$ cat config.mk
export PLATFORM = sky130hd
export DESIGN_NAME = sc_game_status_flat
export DESIGN_NICKNAME = d
export VERILOG_FILES = /design/src/rtl/sc_game_status_if.sv /design/src/rtl/sc_game_status.sv /design/src/flat_wrapper.sv
export SDC_FILE = /design/constraint.sdc
export NUM_CORES = 1
export LEC_CHECK = 0
export ABC_AREA = 1
export CAP_MARGIN = 20
export CELL_PAD_IN_SITES_DETAIL_PLACEMENT = 1
export CELL_PAD_IN_SITES_GLOBAL_PLACEMENT = 1
export CORE_ASPECT_RATIO = 1.2
export CORE_MARGIN = 2
export CORE_UTILIZATION = 35
export CTS_CLUSTER_DIAMETER = 60
export DETAILED_ROUTE_END_ITERATION = 7
export HOLD_SLACK_MARGIN = 0.12
export PLACE_DENSITY = 0.86
export SYNTH_ARGS = -nofsm -noshare
export SYNTH_HDL_FRONTEND = slang
export SYNTH_SLANG_ARGS = --single-unit
$ cat constraint.sdc
create_clock -name SC_GameSTATUS_CLOCK_50 -period 1.7 [get_ports SC_GameSTATUS_CLOCK_50]
set_input_delay 0.255 -clock SC_GameSTATUS_CLOCK_50 [delete_from_list [all_inputs] [get_ports SC_GameSTATUS_CLOCK_50]]
set_output_delay 0.255 -clock SC_GameSTATUS_CLOCK_50 [all_outputs]
set_load 0.02 [all_outputs]
$ cat src/rtl/sc_game_status_if.sv
// Bus between the last-register comparator / prescaler side and the game-status controller.
// The controller connects through the slave modport; the upstream driver uses master.
interface sc_game_status_if #(
    parameter int LIVES_WIDTH = 2,
    parameter int LEVEL_WIDTH = 3
);
    logic                   SC_GameSTATUS_start_InHigh;
    logic                   SC_GameSTATUS_tick_In;
    logic [1:0]             SC_GameSTATUS_win_InBUS;
    logic [2:0]             SC_GameSTATUS_state_OutBUS;
    logic [LIVES_WIDTH-1:0] SC_GameSTATUS_lives_OutBUS;
    logic [LEVEL_WIDTH-1:0] SC_GameSTATUS_level_OutBUS;
    logic                   SC_GameSTATUS_clearBoard_Out;
    logic                   SC_GameSTATUS_run_Out;

    modport master (
        output SC_GameSTATUS_start_InHigh,
        output SC_GameSTATUS_tick_In,
        output SC_GameSTATUS_win_InBUS,
        input  SC_GameSTATUS_state_OutBUS,
        input  SC_GameSTATUS_lives_OutBUS,
        input  SC_GameSTATUS_level_OutBUS,
        input  SC_GameSTATUS_clearBoard_Out,
        input  SC_GameSTATUS_run_Out
    );

    modport slave (
        input  SC_GameSTATUS_start_InHigh,
        input  SC_GameSTATUS_tick_In,
        input  SC_GameSTATUS_win_InBUS,
        output SC_GameSTATUS_state_OutBUS,
        output SC_GameSTATUS_lives_OutBUS,
        output SC_GameSTATUS_level_OutBUS,
        output SC_GameSTATUS_clearBoard_Out,
        output SC_GameSTATUS_run_Out
    );
endinterface

$ cat src/rtl/sc_game_status.sv
// Game-flow controller: start, play, hit/level-up pauses, game over and victory.
// Drives lives, level (speed select), the board-clear pulse and the road-run enable.
module sc_game_status #(
    parameter int LIVES_INIT  = 3,
    parameter int LIVES_WIDTH = 2,
    parameter int LEVEL_MAX   = 4,
    parameter int LEVEL_WIDTH = 3,
    parameter int HOLD_TICKS  = 8,
    parameter int HOLD_WIDTH  = 4
) (
    input  logic               SC_GameSTATUS_CLOCK_50,
    input  logic               SC_GameSTATUS_RESET_InHigh,
    sc_game_status_if.slave    bus
);

    typedef enum logic [2:0] {
        IDLE     = 3'b000,
        PLAY     = 3'b001,
        HIT      = 3'b010,
        LEVELUP  = 3'b011,
        GAMEOVER = 3'b100,
        VICTORY  = 3'b101
    } state_t;

    localparam logic [LIVES_WIDTH-1:0] LIVES_LOAD = LIVES_WIDTH'(LIVES_INIT);
    localparam logic [LEVEL_WIDTH-1:0] LEVEL_LAST = LEVEL_WIDTH'(LEVEL_MAX - 1);
    localparam logic [HOLD_WIDTH-1:0]  HOLD_LAST  = HOLD_WIDTH'(HOLD_TICKS - 1);

    state_t                 state_q, state_d;
    logic [LIVES_WIDTH-1:0] lives_q, lives_d;
    logic [LEVEL_WIDTH-1:0] level_q, level_d;
    logic [HOLD_WIDTH-1:0]  hold_q, hold_d;
    logic                   clear_q, clear_d;
    logic                   run_q, run_d;
    logic                   start_prev_q;
    logic                   start_edge;

    assign start_edge = bus.SC_GameSTATUS_start_InHigh & ~start_prev_q;

    always_comb begin
        state_d = state_q;
        lives_d = lives_q;
        level_d = level_q;
        hold_d  = hold_q;
        clear_d = 1'b0;
        case (state_q)
            IDLE, GAMEOVER, VICTORY: begin
                if (start_edge) begin
                    lives_d = LIVES_LOAD;
                    level_d = '0;
                    hold_d  = '0;
                    clear_d = 1'b1;
                    state_d = PLAY;
                end
            end
            PLAY: begin
                // The clearBoard cycle is a guard: the board is still reloading.
                if (!clear_q) begin
                    if (bus.SC_GameSTATUS_win_InBUS == 2'b10) begin
                        lives_d = (lives_q == '0) ? '0 : lives_q - 1'b1;
                        hold_d  = '0;
                        state_d = HIT;
                    end else if (bus.SC_GameSTATUS_win_InBUS == 2'b00) begin
                        hold_d  = '0;
                        state_d = LEVELUP;
                    end
                end
            end
            HIT: begin
                if (bus.SC_GameSTATUS_tick_In) begin
                    hold_d = hold_q + 1'b1;
                    if (hold_q == HOLD_LAST) begin
                        if (lives_q == '0) begin
                            state_d = GAMEOVER;
                        end else begin
                            clear_d = 1'b1;
                            state_d = PLAY;
                        end
                    end
                end
            end
            LEVELUP: begin
                if (bus.SC_GameSTATUS_tick_In) begin
                    hold_d = hold_q + 1'b1;
                    if (hold_q == HOLD_LAST) begin
                        if (level_q == LEVEL_LAST) begin
                            state_d = VICTORY;
                        end else begin
                            level_d = level_q + 1'b1;
                            clear_d = 1'b1;
                            state_d = PLAY;
                        end
                    end
                end
            end
            default: state_d = IDLE;
        endcase
        run_d = (state_d == PLAY);
    end

    always_ff @(posedge SC_GameSTATUS_CLOCK_50) begin
        if (SC_GameSTATUS_RESET_InHigh) begin
            state_q      <= IDLE;
            lives_q      <= '0;
            level_q      <= '0;
            hold_q       <= '0;
            clear_q      <= 1'b0;
            run_q        <= 1'b0;
            start_prev_q <= 1'b1;
        end else begin
            state_q      <= state_d;
            lives_q      <= lives_d;
            level_q      <= level_d;
            hold_q       <= hold_d;
            clear_q      <= clear_d;
            run_q        <= run_d;
            start_prev_q <= bus.SC_GameSTATUS_start_InHigh;
        end
    end

    assign bus.SC_GameSTATUS_state_OutBUS   = state_q;
    assign bus.SC_GameSTATUS_lives_OutBUS   = lives_q;
    assign bus.SC_GameSTATUS_level_OutBUS   = level_q;
    assign bus.SC_GameSTATUS_clearBoard_Out = clear_q;
    assign bus.SC_GameSTATUS_run_Out        = run_q;

endmodule

$ cat src/flat_wrapper.sv
// flat-port wrapper written by rule: the top's interface ports become plain ports
module sc_game_status_flat 
#(
    parameter int LIVES_INIT  = 3,
    parameter int LIVES_WIDTH = 2,
    parameter int LEVEL_MAX   = 4,
    parameter int LEVEL_WIDTH = 3,
    parameter int HOLD_TICKS  = 8,
    parameter int HOLD_WIDTH  = 4
)
  (SC_GameSTATUS_CLOCK_50, SC_GameSTATUS_RESET_InHigh, bus_SC_GameSTATUS_start_InHigh, bus_SC_GameSTATUS_tick_In, bus_SC_GameSTATUS_win_InBUS, bus_SC_GameSTATUS_state_OutBUS, bus_SC_GameSTATUS_lives_OutBUS, bus_SC_GameSTATUS_level_OutBUS, bus_SC_GameSTATUS_clearBoard_Out, bus_SC_GameSTATUS_run_Out);
  sc_game_status_if #(.LIVES_WIDTH(LIVES_WIDTH), .LEVEL_WIDTH(LEVEL_WIDTH)) bus_i ();
  input  logic SC_GameSTATUS_CLOCK_50;
  input  logic SC_GameSTATUS_RESET_InHigh;
  input wire logic [$bits(bus_i.SC_GameSTATUS_start_InHigh)-1:0] bus_SC_GameSTATUS_start_InHigh;
  input wire logic [$bits(bus_i.SC_GameSTATUS_tick_In)-1:0] bus_SC_GameSTATUS_tick_In;
  input wire logic [$bits(bus_i.SC_GameSTATUS_win_InBUS)-1:0] bus_SC_GameSTATUS_win_InBUS;
  output wire logic [$bits(bus_i.SC_GameSTATUS_state_OutBUS)-1:0] bus_SC_GameSTATUS_state_OutBUS;
  output wire logic [$bits(bus_i.SC_GameSTATUS_lives_OutBUS)-1:0] bus_SC_GameSTATUS_lives_OutBUS;
  output wire logic [$bits(bus_i.SC_GameSTATUS_level_OutBUS)-1:0] bus_SC_GameSTATUS_level_OutBUS;
  output wire logic [$bits(bus_i.SC_GameSTATUS_clearBoard_Out)-1:0] bus_SC_GameSTATUS_clearBoard_Out;
  output wire logic [$bits(bus_i.SC_GameSTATUS_run_Out)-1:0] bus_SC_GameSTATUS_run_Out;
  assign bus_i.SC_GameSTATUS_start_InHigh = bus_SC_GameSTATUS_start_InHigh;
  assign bus_i.SC_GameSTATUS_tick_In = bus_SC_GameSTATUS_tick_In;
  assign bus_i.SC_GameSTATUS_win_InBUS = bus_SC_GameSTATUS_win_InBUS;
  assign bus_SC_GameSTATUS_state_OutBUS = bus_i.SC_GameSTATUS_state_OutBUS;
  assign bus_SC_GameSTATUS_lives_OutBUS = bus_i.SC_GameSTATUS_lives_OutBUS;
  assign bus_SC_GameSTATUS_level_OutBUS = bus_i.SC_GameSTATUS_level_OutBUS;
  assign bus_SC_GameSTATUS_clearBoard_Out = bus_i.SC_GameSTATUS_clearBoard_Out;
  assign bus_SC_GameSTATUS_run_Out = bus_i.SC_GameSTATUS_run_Out;
  sc_game_status #(.LIVES_INIT(LIVES_INIT), .LIVES_WIDTH(LIVES_WIDTH), .LEVEL_MAX(LEVEL_MAX), .LEVEL_WIDTH(LEVEL_WIDTH), .HOLD_TICKS(HOLD_TICKS), .HOLD_WIDTH(HOLD_WIDTH)) u_core (.SC_GameSTATUS_CLOCK_50(SC_GameSTATUS_CLOCK_50), .SC_GameSTATUS_RESET_InHigh(SC_GameSTATUS_RESET_InHigh), .bus(bus_i));
endmodule
==> flow_metrics.py <==
metrics = {
    "run_status": {
        "status": "finished clean",
    },
    "power_and_ir_drop": {
        "power_frac_clock_pct": 27.6,
        "design_power_total_uw": 768,
        "irDropWorstVdd_mv": 0.456,
        "p_int_uw": 529,
        "p_comb_share_pct": 21.9,
        "p_switching_uw": 238,
        "power_density_nw_per_um2": 701,
        "seqPwrFrac_pct": 50.5,
        "leakage_uw": 0.000505,
        "netSwitchingFraction_pct": 31.0,
    },
    "cells_and_area": {
        "diodes": 0,
        "fin_area_um2": 1090,
        "syn_to_final_growth_pct": 24.8,
        "final_core_util_pct": 47.0,
        "seq_area_um2": 300,
        "multiInputGateArea_um2": 494,
        "fillCellCount": 334,
        "drive_gt1_share_pct": 12.9,
        "num-nets-final": 165,
    },
    "synthesis": {
        "syn-cell-area_um2": 877,
        "ys_types": 18,
        "syn_avg_cell_area_um2": 6.45,
        "netlist_instances": 136,
        "syn-num-nets": 145,
        "yosys_warnings": 0,
        "ys_ff_latch": 15,
        "ys_seq_area_share_pct": 34.2,
    },
    "floorplan": {
        "die_y_um": 58.8,
        "placementRows": 19,
        "io_pins": 16,
        "fp.dieArea_um2": 2920,
        "start_util_pct": 37.6,
        "die_w_um": 49.7,
        "fp.coreArea_um2": 2330,
    },
    "setup_path": {
        "cp_cell_sequence": "clkdlybuf4s50_1",
        "cp_slowest_stage_delay_ns": 0.64,
        "critPathArrivalTime_ns": 1.34,
        "startpoint_type": "flip-flop",
        "cp_top_family": "buffers and inverters",
        "slowest_stage": "clkdlybuf4s50_1",
        "worstPathMaxFanout": 5,
        "reg2reg_depth": 8,
        "reg2reg_to": "u_core.bus.SC_GameSTATUS_level_OutBUS[1]",
        "critPathBufInv": 1,
        "timing_worst_setup_path_type": "flip-flop to output port",
        "worst-path-stages": 1,
        "r2r_slack_ns": 0.22,
        "r2r_start": "u_core.bus.SC_GameSTATUS_level_OutBUS[0]",
        "endpoint": "bus_SC_GameSTATUS_lives_OutBUS[0]",
        "cp-startpoint": "u_core.bus.SC_GameSTATUS_lives_OutBUS[0]",
        "worst-endpoint-required_ns": 1.44,
        "cp-end-kind": "output port",
    },
    "grt": {
        "antenna_found_initial": 0,
        "grt_pass1_vias": 1036,
        "grt_first_pass_wirelength_um": 4410,
        "overflow": 0,
        "grt_max_degree": 9,
        "grt_util_all_layers_pct": 19.6,
    },
    "clock_tree": {
        "post_cts_resized": 1,
        "clk_pin_slew_ns": 0.09,
        "cts-htree-levels": 1,
        "postCtsHoldBufs": 0,
        "insertion_delay_ns": 0.29,
        "clkSinkCount": 15,
        "clockBufferDepth": 2,
        "cts_buffers": 3,
        "cts_setup_buffers": 0,
        "cts_root_buf": "clkbuf_4",
        "cts_tree": "yes",
    },
    "sta": {
        "period_share_pct": 93.7,
        "rsz0062_at_grt": "no",
        "clock_skew_ns": 0.00740,
        "finalSetupTns_ns": 0,
        "setup_slack_ns": 0.108,
        "min_period_ns": 1.59,
        "fmax_mhz": 628,
        "final_hold_viol_count": 0,
        "slew_headroom_pct": 82.8,
        "finalMaxSlewViolations": 0,
        "finalSetupViolations": 0,
        "tightest_slew_ns": 0.258,
    },
    "detailed_routing": {
        "vias": 942,
        "route.detailed.drc": 0,
        "vias_per_cell": 5.06,
        "drt_pass1_iterations": 4,
        "routed_wl_um": 2500,
        "drtIter0Drc": 13,
        "wl_per_cell_um": 13.4,
        "ant_nets": 0,
    },
    "placed_design": {
        "placed_cell_area_um2": 1070,
        "io_buffers": 15,
        "routabilityCongestion": 0.804,
        "dp_slack_ns": 0.106,
        "place_hpwl_um": 1980,
    },
    "worst_hold_path": {
        "min_path_type": "flip-flop to flip-flop",
    },
    "run": {
        "drv_cap": 0,
    },
}
-- worst min-delay path by stage --
| stage | from | to | slack [ns] | depth (start not counted) |
|---|---|---|---|---|
| finish | u_core.hold_q[3] | u_core.hold_q[3] | 0.51 | 2 |
| CTS | u_core.hold_q[3] | u_core.hold_q[3] | 0.51 | 2 |
| floorplan | bus_SC_GameSTATUS_start_InHigh | u_core.start_prev_q | 0.36 | 1 |
| global route | bus_SC_GameSTATUS_start_InHigh | u_core.start_prev_q | 0.56 | 2 |
| detailed placement | u_core.hold_q[3] | u_core.hold_q[3] | 0.49 | 2 |
| global placement | u_core.hold_q[3] | u_core.hold_q[3] | 0.47 | 2 |
-- power by group through the flow --
| stage | Sequential (uW) | Combinational, uW | Clock (uW) |
|---|---|---|---|
| 3_5_place_dp | 395 | 170 | 0 |
| 4_1_cts | 387 | 171 | 226 |
| 5_1_grt | 390 | 189 | 236 |
| 6_report | 387 | 168 | 212 |
| 3_3_place_gp | 394 | 160 | 0 |
| 2_1_floorplan | 409 | 85.6 | 0 |
-- sequential cells by signal, indices dropped and copies added, names as in the netlist --
name and count:
u_core.bus.SC_GameSTATUS_run_Out 1, u_core.hold_q 4, u_core.start_prev_q 1, u_core.bus.SC_GameSTATUS_level_OutBUS 3, u_core.bus.SC_GameSTATUS_clearBoard_Out 1, u_core.bus.SC_GameSTATUS_state_OutBUS 3
u_core.bus.SC_GameSTATUS_lives_OutBUS 2
-- layer usage --
layer  vias to the layer above  track usage [%]  wire [um]
met5                         -                0          0
met4                         0             9.52         51
met3                         7             3.30         83
met2                        17             36.0       1320
met1                       450             22.0       1040
li1                        468                -          -
-- per-stage QoR --
step | instances | hold slack (ns)
2_1_floorplan | 136 | 0.362
3_3_place_gp | 182 | 0.472
3_5_place_dp | 182 | 0.491
4_1_cts | 186 | 0.505
5_1_grt | 186 | 0.561
6_report | 186 | 0.513
-- placed cells by master (no fill, tap or decap) --
master and count:
dfxtp_1 15, clkbuf_1 1, a21oi_1 10, nand3_1 10
nand3b_1 1, clkdlybuf4s50_1 14, inv_2 2, nor3b_1 1
or2_2 1, nand2_2 7, nor2_2 3, o21ai_0 2
buf_4 1, nand3_2 1, nor2_4 2, clkbuf_4 3
nand2_1 35, inv_1 19, nor2_1 18, dlygate4sd2_1 1
nand4_1 5, ha_1 3
-- synthesized netlist by cell type (all sizes together) --
master	instances	area (um2)
nor3b	1	7.51
nand2	42	175
inv	21	78.8
a21oi	10	50.1
nor2	23	109
dfxtp	15	300
o21ai	2	10.0
nand4	5	31.3
or2	1	6.26
clkbuf	1	3.75
nand3	11	60.1
nand3b	1	7.51
ha	3	37.5
-- logic make-up (layout without fill, tap and decap cells) --
logic type	after synthesis	in the layout	synth area share [%]
flops	15	15	34.2
simple gates	84	84	45.2
compound gates	12	12	6.85
buf+inv	22	41	9.42
fa+ha+maj	3	3	4.28
-- layout make-up --
class	instances	area share (%)
multi-input combinational	99	45.1
sequential	15	27.4
timing repair buffer	16	14.3
inverter	21	7.20
tap	31	3.54
clock buffer	4	2.40
Power figures use the tool's default switching activity.
